<file path="config.mk">
export PLATFORM = sky130hd
export DESIGN_NAME = pixel_src_arbiter
export DESIGN_NICKNAME = d
export VERILOG_FILES = /design/src/rtl/pixel_arb_pkg.sv /design/src/rtl/pixel_mux4.sv /design/src/rtl/pixel_src_arbiter.sv
export SDC_FILE = /design/constraint.sdc
export NUM_CORES = 1
export LEC_CHECK = 0
export CELL_PAD_IN_SITES_DETAIL_PLACEMENT = 0
export CELL_PAD_IN_SITES_GLOBAL_PLACEMENT = 1
export CORE_ASPECT_RATIO = 1.5
export CORE_MARGIN = 2
export CORE_UTILIZATION = 27
export DETAILED_ROUTE_END_ITERATION = 7
export GPL_TIMING_DRIVEN = 0
export PLACE_DENSITY = 0.84
export SLEW_MARGIN = 20
export SYNTH_ARGS = -nofsm -noshare
export SYNTH_HDL_FRONTEND = slang
export SYNTH_SLANG_ARGS = --single-unit
export TNS_END_PERCENT = 100
</file>
<file path="constraint.sdc">
create_clock -name clk -period 1.5 [get_ports clk]
set_clock_uncertainty 0.05 [all_clocks]
set_input_delay 0.3 -clock clk [delete_from_list [all_inputs] [get_ports clk]]
set_output_delay 0.3 -clock clk [all_outputs]
set_load 0.02 [all_outputs]
</file>
<file path="src/rtl/pixel_arb_pkg.sv">
// Shared types and helpers for the pixel source arbiter.
//   SRC_NUM   : number of pixel sources sharing the mux
//   src_idx_t : source index / grant / mux select type
//   state_t   : arbiter FSM state
//   rr_pick   : round-robin pick of the first requester at or after ptr
package pixel_arb_pkg;

  localparam int SRC_NUM = 4;

  typedef logic [1:0] src_idx_t;

  typedef enum logic {IDLE, BURST} state_t;

  // Walk offsets from farthest to nearest so the nearest requester at or
  // after ptr is the last one written. Callers check |req themselves.
  function automatic src_idx_t rr_pick(input logic [SRC_NUM-1:0] req,
                                       input src_idx_t ptr);
    src_idx_t idx;
    rr_pick = ptr;
    for (int k = SRC_NUM - 1; k >= 0; k--) begin
      idx = ptr + src_idx_t'(k);
      if (req[idx]) rr_pick = idx;
    end
  endfunction

endpackage

</file>
<file path="src/rtl/pixel_mux4.sv">
// Combinational 4:1 pixel multiplexer.
//   din  : packed array of source pixels, din[i] belongs to source i
//   sel  : source select
//   dout : selected pixel
module pixel_mux4
  import pixel_arb_pkg::*;
#(
  parameter int DATA_W = 8
) (
  input  logic [SRC_NUM-1:0][DATA_W-1:0] din,
  input  src_idx_t                       sel,
  output logic [DATA_W-1:0]              dout
);

  assign dout = din[sel];

endmodule

</file>
<file path="src/rtl/pixel_src_arbiter.sv">
// Round-robin arbiter/sequencer sharing one 4:1 pixel mux between four
// sources. A grant lasts up to BURST_LEN beats or until the granted source
// flags end-of-line; the selected pixel is registered onto one valid/ready
// output stream.
//   clk, rst_n          : clock, synchronous active-low reset
//   in_data0..3         : source pixels
//   in_valid/in_last    : per-source valid and end-of-line
//   in_ready            : per-source ready, at most one bit set
//   sel                 : mux select (current grant)
//   out_data/last/src   : registered beat, its end-of-line flag and source
//   out_valid/out_ready : output handshake
module pixel_src_arbiter
  import pixel_arb_pkg::*;
#(
  parameter int DATA_W    = 8,
  parameter int BURST_LEN = 16
) (
  input  logic                 clk,
  input  logic                 rst_n,
  input  logic [DATA_W-1:0]    in_data0,
  input  logic [DATA_W-1:0]    in_data1,
  input  logic [DATA_W-1:0]    in_data2,
  input  logic [DATA_W-1:0]    in_data3,
  input  logic [SRC_NUM-1:0]   in_valid,
  input  logic [SRC_NUM-1:0]   in_last,
  output logic [SRC_NUM-1:0]   in_ready,
  output src_idx_t             sel,
  output logic [DATA_W-1:0]    out_data,
  output logic                 out_valid,
  output logic                 out_last,
  output src_idx_t             out_src,
  input  logic                 out_ready
);

  localparam int CNT_W = (BURST_LEN > 1) ? $clog2(BURST_LEN) : 1;
  localparam logic [CNT_W-1:0] CNT_MAX = CNT_W'(BURST_LEN - 1);

  state_t                        state, state_nxt;
  src_idx_t                      grant, rr_ptr;
  logic [CNT_W-1:0]              beat_cnt;
  logic [SRC_NUM-1:0][DATA_W-1:0] din;
  logic [DATA_W-1:0]             mux_data;
  logic                          out_free, xfer, burst_end;

  assign din = {in_data3, in_data2, in_data1, in_data0};

  pixel_mux4 #(.DATA_W(DATA_W)) u_mux (
    .din  (din),
    .sel  (grant),
    .dout (mux_data)
  );

  assign sel       = grant;
  // Output register can take a beat when empty or draining this cycle.
  assign out_free  = !out_valid || out_ready;
  assign xfer      = (state == BURST) && in_valid[grant] && out_free;
  // Last flag and count limit on the same beat collapse into one end.
  assign burst_end = xfer && (in_last[grant] || beat_cnt == CNT_MAX);

  always_comb begin
    state_nxt = state;
    in_ready  = '0;
    case (state)
      IDLE:    if (|in_valid) state_nxt = BURST;
      BURST: begin
        in_ready[grant] = out_free;
        if (burst_end) state_nxt = IDLE;
      end
      default: state_nxt = IDLE;
    endcase
  end

  always_ff @(posedge clk) begin
    if (!rst_n) begin
      state    <= IDLE;
      grant    <= '0;
      rr_ptr   <= '0;
      beat_cnt <= '0;
    end else begin
      state <= state_nxt;
      if (state == IDLE && |in_valid) begin
        grant    <= rr_pick(in_valid, rr_ptr);
        beat_cnt <= '0;
      end else if (burst_end) begin
        beat_cnt <= '0;
        rr_ptr   <= grant + 2'd1;
      end else if (xfer) begin
        beat_cnt <= beat_cnt + 1'b1;
      end
    end
  end

  always_ff @(posedge clk) begin
    if (!rst_n) begin
      out_valid <= 1'b0;
      out_data  <= '0;
      out_last  <= 1'b0;
      out_src   <= '0;
    end else if (xfer) begin
      out_valid <= 1'b1;
      out_data  <= mux_data;
      out_last  <= in_last[grant];
      out_src   <= grant;
    end else if (out_ready) begin
      out_valid <= 1'b0;
    end
  end

endmodule

</file>
After elaboration in Yosys (flattened, before gate mapping)
Cells that the tools add are included.
- register bits: 21
- input bits: 43
- output and inout bits: 18
- add/subtract/negate cells: 5
- order comparisons: 6
- eq/ne operators: 1
- muxes and demuxes: 26
- bitwise operators: 4
- reductions and logical operators: 12
- operators with widths (kind ; count):
    binary-select mux 8 bit (select 2 bit) ; 1
    less-than comparator 2 x 3 -> 1 bit (second input constant) ; 5
    binary-select mux 1 bit (select 2 bit) ; 6
    2-to-1 mux 1 bit ; 11
    2-to-1 mux 2 bit ; 4
    2-to-1 mux 8 bit ; 1
    logical AND 1 bit ; 5
    adder 2 x 1 -> 2 bit (second input constant) ; 2
    adder 2 bit (second input constant) ; 2
    adder 4 x 1 -> 4 bit (second input constant) ; 1
    AND 4 bit ; 1
    equality test 4 bit (second input constant) ; 1
    2-to-1 mux 4 bit ; 1
    OR reduction 4 bit ; 1
    inverter 1 bit ; 3
    OR reduction 3 bit ; 1
    demux 1 bit (select 2 bit) ; 1
    greater-or-equal comparator 2 x 1 -> 1 bit (second input constant) ; 1
    logical OR 1 bit ; 2
    one-hot mux 1 bit (2 select lines) ; 1
    AND reduction 2 bit ; 1
    nonzero test 2 bit ; 1
    zero test 1 bit ; 1

Depth between registers and ports, before layout
- word-level depth: 7
- gate-level depth with buffers: 6
- depth with buffers taken out: 5

By module
From an unflattened synthesis, not the netlist that was laid out.
- cell total of the unflattened synthesis: 123
- area total of the unflattened synthesis: 1336.3 sq um
- by module, submodules not included (module ; times used ; cells each ; area an instance (sq um)):
    pixel_src_arbiter ; 1 ; 113 ; 1139.8
    pixel_mux4 ; 1 ; 10 ; 196.4

Worst setup path before layout
Ideal clock, no wire load.
- kind: register -> register
- start point: reg grant[1], in the netlist sel[1]
- end point: reg beat_cnt[1]
- arrival: 1643 ps
- required time: 1336 ps
- setup slack: -306 ps
- cell stages (with the launch flop): 6
- buffers on the path: 1
- path through: dfxtp_1 > mux4_2 > and3_4 > buf_4 > nand2_1 > a21oi_2
- cells in the longest elaborated chain, start to end: 6
- RTL lines (what ; line ; source):
    start: declaration ; pixel_src_arbiter.sv:39 ; src_idx_t grant, rr_ptr;
    start signal: assignment ; pixel_src_arbiter.sv:82 ; grant <= rr_pick(in_valid, rr_ptr);
    binary-select mux 1 bit (select 2 bit) ; pixel_src_arbiter.sv:56 ; assign xfer = (state == BURST) && in_valid[grant] && out_free;
    2-to-1 mux 1 bit (implied by the code) ; pixel_src_arbiter.sv:56 ;
    logical AND 1 bit (2 in series) ; pixel_src_arbiter.sv:56 ;
    logical AND 1 bit ; pixel_src_arbiter.sv:58 ; assign burst_end = xfer && (in_last[grant] || beat_cnt == CNT_MAX);
    OR reduction 3 bit (no source line) ; -- ;
    end signal: assignment ; pixel_src_arbiter.sv:88 ; beat_cnt <= beat_cnt + 1'b1;
    end: declaration ; pixel_src_arbiter.sv:40 ; logic [CNT_W-1:0] beat_cnt;
Parallel ways exist; a longest one is shown, timed or not. The select of a mux whose other input is x is not followed.
A chain may end at the register's enable or synchronous reset.

Final worst setup path
Ends and elaborated chain as after synthesis.

==> impl_metrics.csv <==
group,metric,value,unit
critical_path,rrSetupSlack,-0.19,ns
critical_path,crit_path_cell_trace,"buf_6 -> mux4_2 -> and3_4 -> buf_8 -> nand2_2 -> a21oi_2",
drt,vias,1321,
global_route,grt_start_max_net_pins,12,
power,p_leak,0.000968,uW
job,cap_violations,0,
clocking,hold_buffers,0,
sta,setup_viol,21,
critical_path,r2r_start,"sel[1]",
finish,syn_to_final_growth,84.7,%
finish,layout-drive-gt1-share,40.4,%
clocking,path_clk_slew,0.09,ns
min_path,hp-class,"in2reg",
yosys,synth_area_per_cell,9.70,um2
clocking,root_buffer,"clkbuf_8",
clocking,cts_buffers,3,
global_route,grt_use_total,15.9,%
critical_path,crit_required,1.61,ns
drt,drt_iter0_drc,31,
placed_design,dp_slack,-1.04,ns
floorplanning,start_util,27.7,%
power,powerDensity,655,nW/um2
finish,fin_nets,267,
clocking,clk_path_buf_depth,2,
yosys,synth.top_cell.area_share,32.1,%
critical_path,endpoint_kind,"flop",
yosys,synth_edf_count,0,
drt,dr.pass1.iters,3,
placed_design,portBuffers,59,
global_route,grt_pass1_vias,1368,
floorplanning,die-area,5440,um2
yosys,syn_nets,183,
yosys,syn-cell-area,1310,um2
drt,finalWirelength,4270,um
power,vdd_drop_max,0.000293,V
critical_path,cpMaxStageDelayCell,"mux4_2",
outcome,status,"complete, but fails checks",
yosys,yosysTopAreaCell,"dfxtp_1",
sta,fin_ws,-0.192,ns
yosys,yosysSeqAreaShare,32.1,%
yosys,yosys_warnings,0,
drt,drcViolationCount,0,
critical_path,worstRegToRegCells,6,
global_route,grt_overflow,0,
finish,num_antenna_cells,0,
finish,utilization,51.1,%
clocking,h-tree-depth,1,
placed_design,finalWeightedCongestion,0.780,
finish,n_fill_cell,429,
drt,vias_per_cell,4.65,
sta,final_max_slew_viol_count,0,
yosys,ys_ff_latch,21,
drt,wl_per_cell,15.0,um
critical_path,startpoint_type,"flop",
critical_path,worstSetupPathType,"reg2reg",
floorplanning,die_h,89.3,um
placed_design,hpwl,2880,um
sta,relSlewSlack,65.9,%
min_path,hold_path_end,"sel[0]",
sta,rsz0062_at_grt,"yes",
finish,fin_cells,284,
yosys,ys_types,37,
sta,max_freq,0.591,GHz
min_path,worstHoldStart,"rst_n",
yosys,async_reset_ff_share,0,%
global_route,grt_pass1_wl,6450,um
yosys,syn_inst,135,
sta,fin_crit_sh,113,%
yosys,ys.flop_type,"dfxtp_1",
critical_path,path_delay_family,"multiplexers",
floorplanning,pin_count,61,
global_route,antenna_found_initial,0,
critical_path,cp.arrival,1.80,ns
outcome,violations,"setup timing",
drt,drtAntennaViolNets,0,
clocking,tritoncts,"built",
clocking,clkLatencyLatePin,0.27,ns
yosys,synth_area_leaders,"dfxtp_1, mux4_2, nand2_1",
floorplanning,die_width,60.9,um
clocking,cts_sinks,21,
critical_path,worst-path-buf-inv,2,
critical_path,path_max_fanout,5,
floorplanning,design.core.area,4730,um2
placed_design,dp.cells,260,
sta,worstMarginPinSlew,0.512,ns
floorplanning,rows,31,
critical_path,r2r-end,"beat_cnt[1]",
critical_path,slowest_delay,0.58,ns
min_path,whs_path_depth,2,
sta,hold_violations,0,
sta,period_minus_slack,1.69,ns
cells in the final DEF, fill, tap and decap left out, types with 3 or more instances in the layout:
| master | netlist | routed |
|---|---|---|
| a21boi_2 | 0 | 5 |
| mux4_2 | 9 | 9 |
| buf_6 | 1 | 13 |
| dlygate4sd2_1 | 0 | 13 |
| buf_4 | 2 | 13 |
| nand2_2 | 0 | 8 |
| nor2_1 | 4 | 4 |
| nor2b_1 | 4 | 4 |
| nand2_4 | 0 | 3 |
| and3_4 | 1 | 5 |
| nand2_1 | 30 | 19 |
| a21boi_0 | 11 | 3 |
| clkbuf_2 | 0 | 4 |
| a21boi_1 | 3 | 6 |
| ha_4 | 0 | 4 |
| clkdlybuf4s50_1 | 0 | 36 |
| dfxtp_1 | 21 | 17 |
| clkbuf_8 | 0 | 3 |
cell families after synthesis:
kind of cell	after synthesis	share of synthesized area, %
adders and majority gates	5	4.78
muxes	12	19.1
DFF	21	32.1
and+or+nand+nor	58	22.4
AOI/OAI and AO/OA	24	14.8
buffers and inverters	12	4.77
xor gates and xnor gates	3	2.01
synth_stat cells (4+ instances only):
master    count
a21boi_0     11
mux4_2        9
clkbuf_1      4
nor2b_1       4
ha_1          5
nand2_1      30
dfxtp_1      21
nor2_1        4
and3_1        6
worst max path at each step:
| stage | cells after the start | from | slack [ns] | to |
|---|---|---|---|---|
| after floorplan | 5 | sel[0] | -0.12 | beat_cnt[1] |
| after detailed placement | 5 | out_ready | -1.04 | in_ready[3] |
| after global routing | 5 | sel[0] | -0.26 | beat_cnt[1] |
| after CTS | 6 | sel[1] | -0.20 | in_ready[0] |
| final | 6 | sel[1] | -0.19 | beat_cnt[1] |
| after global placement | 5 | out_ready | -1.04 | in_ready[0] |
cell type report:
type                            instances  area, um2  share of cell area, %
Buffer                                  8        103                   4.24
Multi-Input combinational cell        102        971                   40.1
Clock buffer                            4       45.0                   1.86
Tap cell                               66       82.6                   3.41
Sequential cell                        21        430                   17.8
Timing Repair Buffer                   80        757                   31.3
Inverter                                3       31.3                   1.29
flip-flops by register name (all words and copies together), names as in the netlist:
register and cells:
out_valid 1, state 1, beat_cnt 4, out_last 1, out_data 8, rr_ptr 2, sel 2, out_src 2
worst reg2reg max path: cells and delay by family, from the launching register on:
family          cells  cell delay [ns]
flops               1             0.36
mux                 1             0.58
buf+inv             2             0.25
simple gates        2             0.30
compound gates      1             0.04
per-stage QoR:
| step | instance area, um2 | TNS [ns] | hold WS, ns | total power (uW) |
|---|---|---|---|---|
| after floorplan | 1330 | -1.51 | 0.408 | 862 |
| after global placement | 2010 | -14.89 | 0.390 | 1080 |
| after detailed placement | 2010 | -15.37 | 0.396 | 1080 |
| after CTS | 2320 | -3.52 | 0.344 | 1550 |
| after global routing | 2420 | -4.74 | 0.353 | 1660 |
| final | 2420 | -3.64 | 0.339 | 1590 |
per-layer routing:
| metal | GRT usage, % | vias up | share of wire [%] |
|---|---|---|---|
| li1 | - | 649 | - |
| met1 | 18.1 | 626 | 39 |
| met2 | 29.4 | 40 | 54 |
| met3 | 2.60 | 6 | 4.9 |
| met4 | 4.94 | 0 | 1.9 |
| met5 | 0 | - | 0 |
what timing repair did:
action / CTS / global route
buffers inserted: 14 / 6
gates resized for setup: 86 / 41
hold endpoints to repair: 0 / 0
cloned: 2 / 0
endpoints found under the setup margin: 39 / 25
pin swaps: 6 / 7
power breakdown:
part | switching, uW | internal (uW) | leakage (uW)
Clock | 197 | 189 | 0.0000228
Sequential | 21.7 | 587 | 0.000173
Combinational | 255 | 335 | 0.000772
Total | 473 | 1110 | 0.000968
Note: power is estimated with default switching activity, not from simulation.
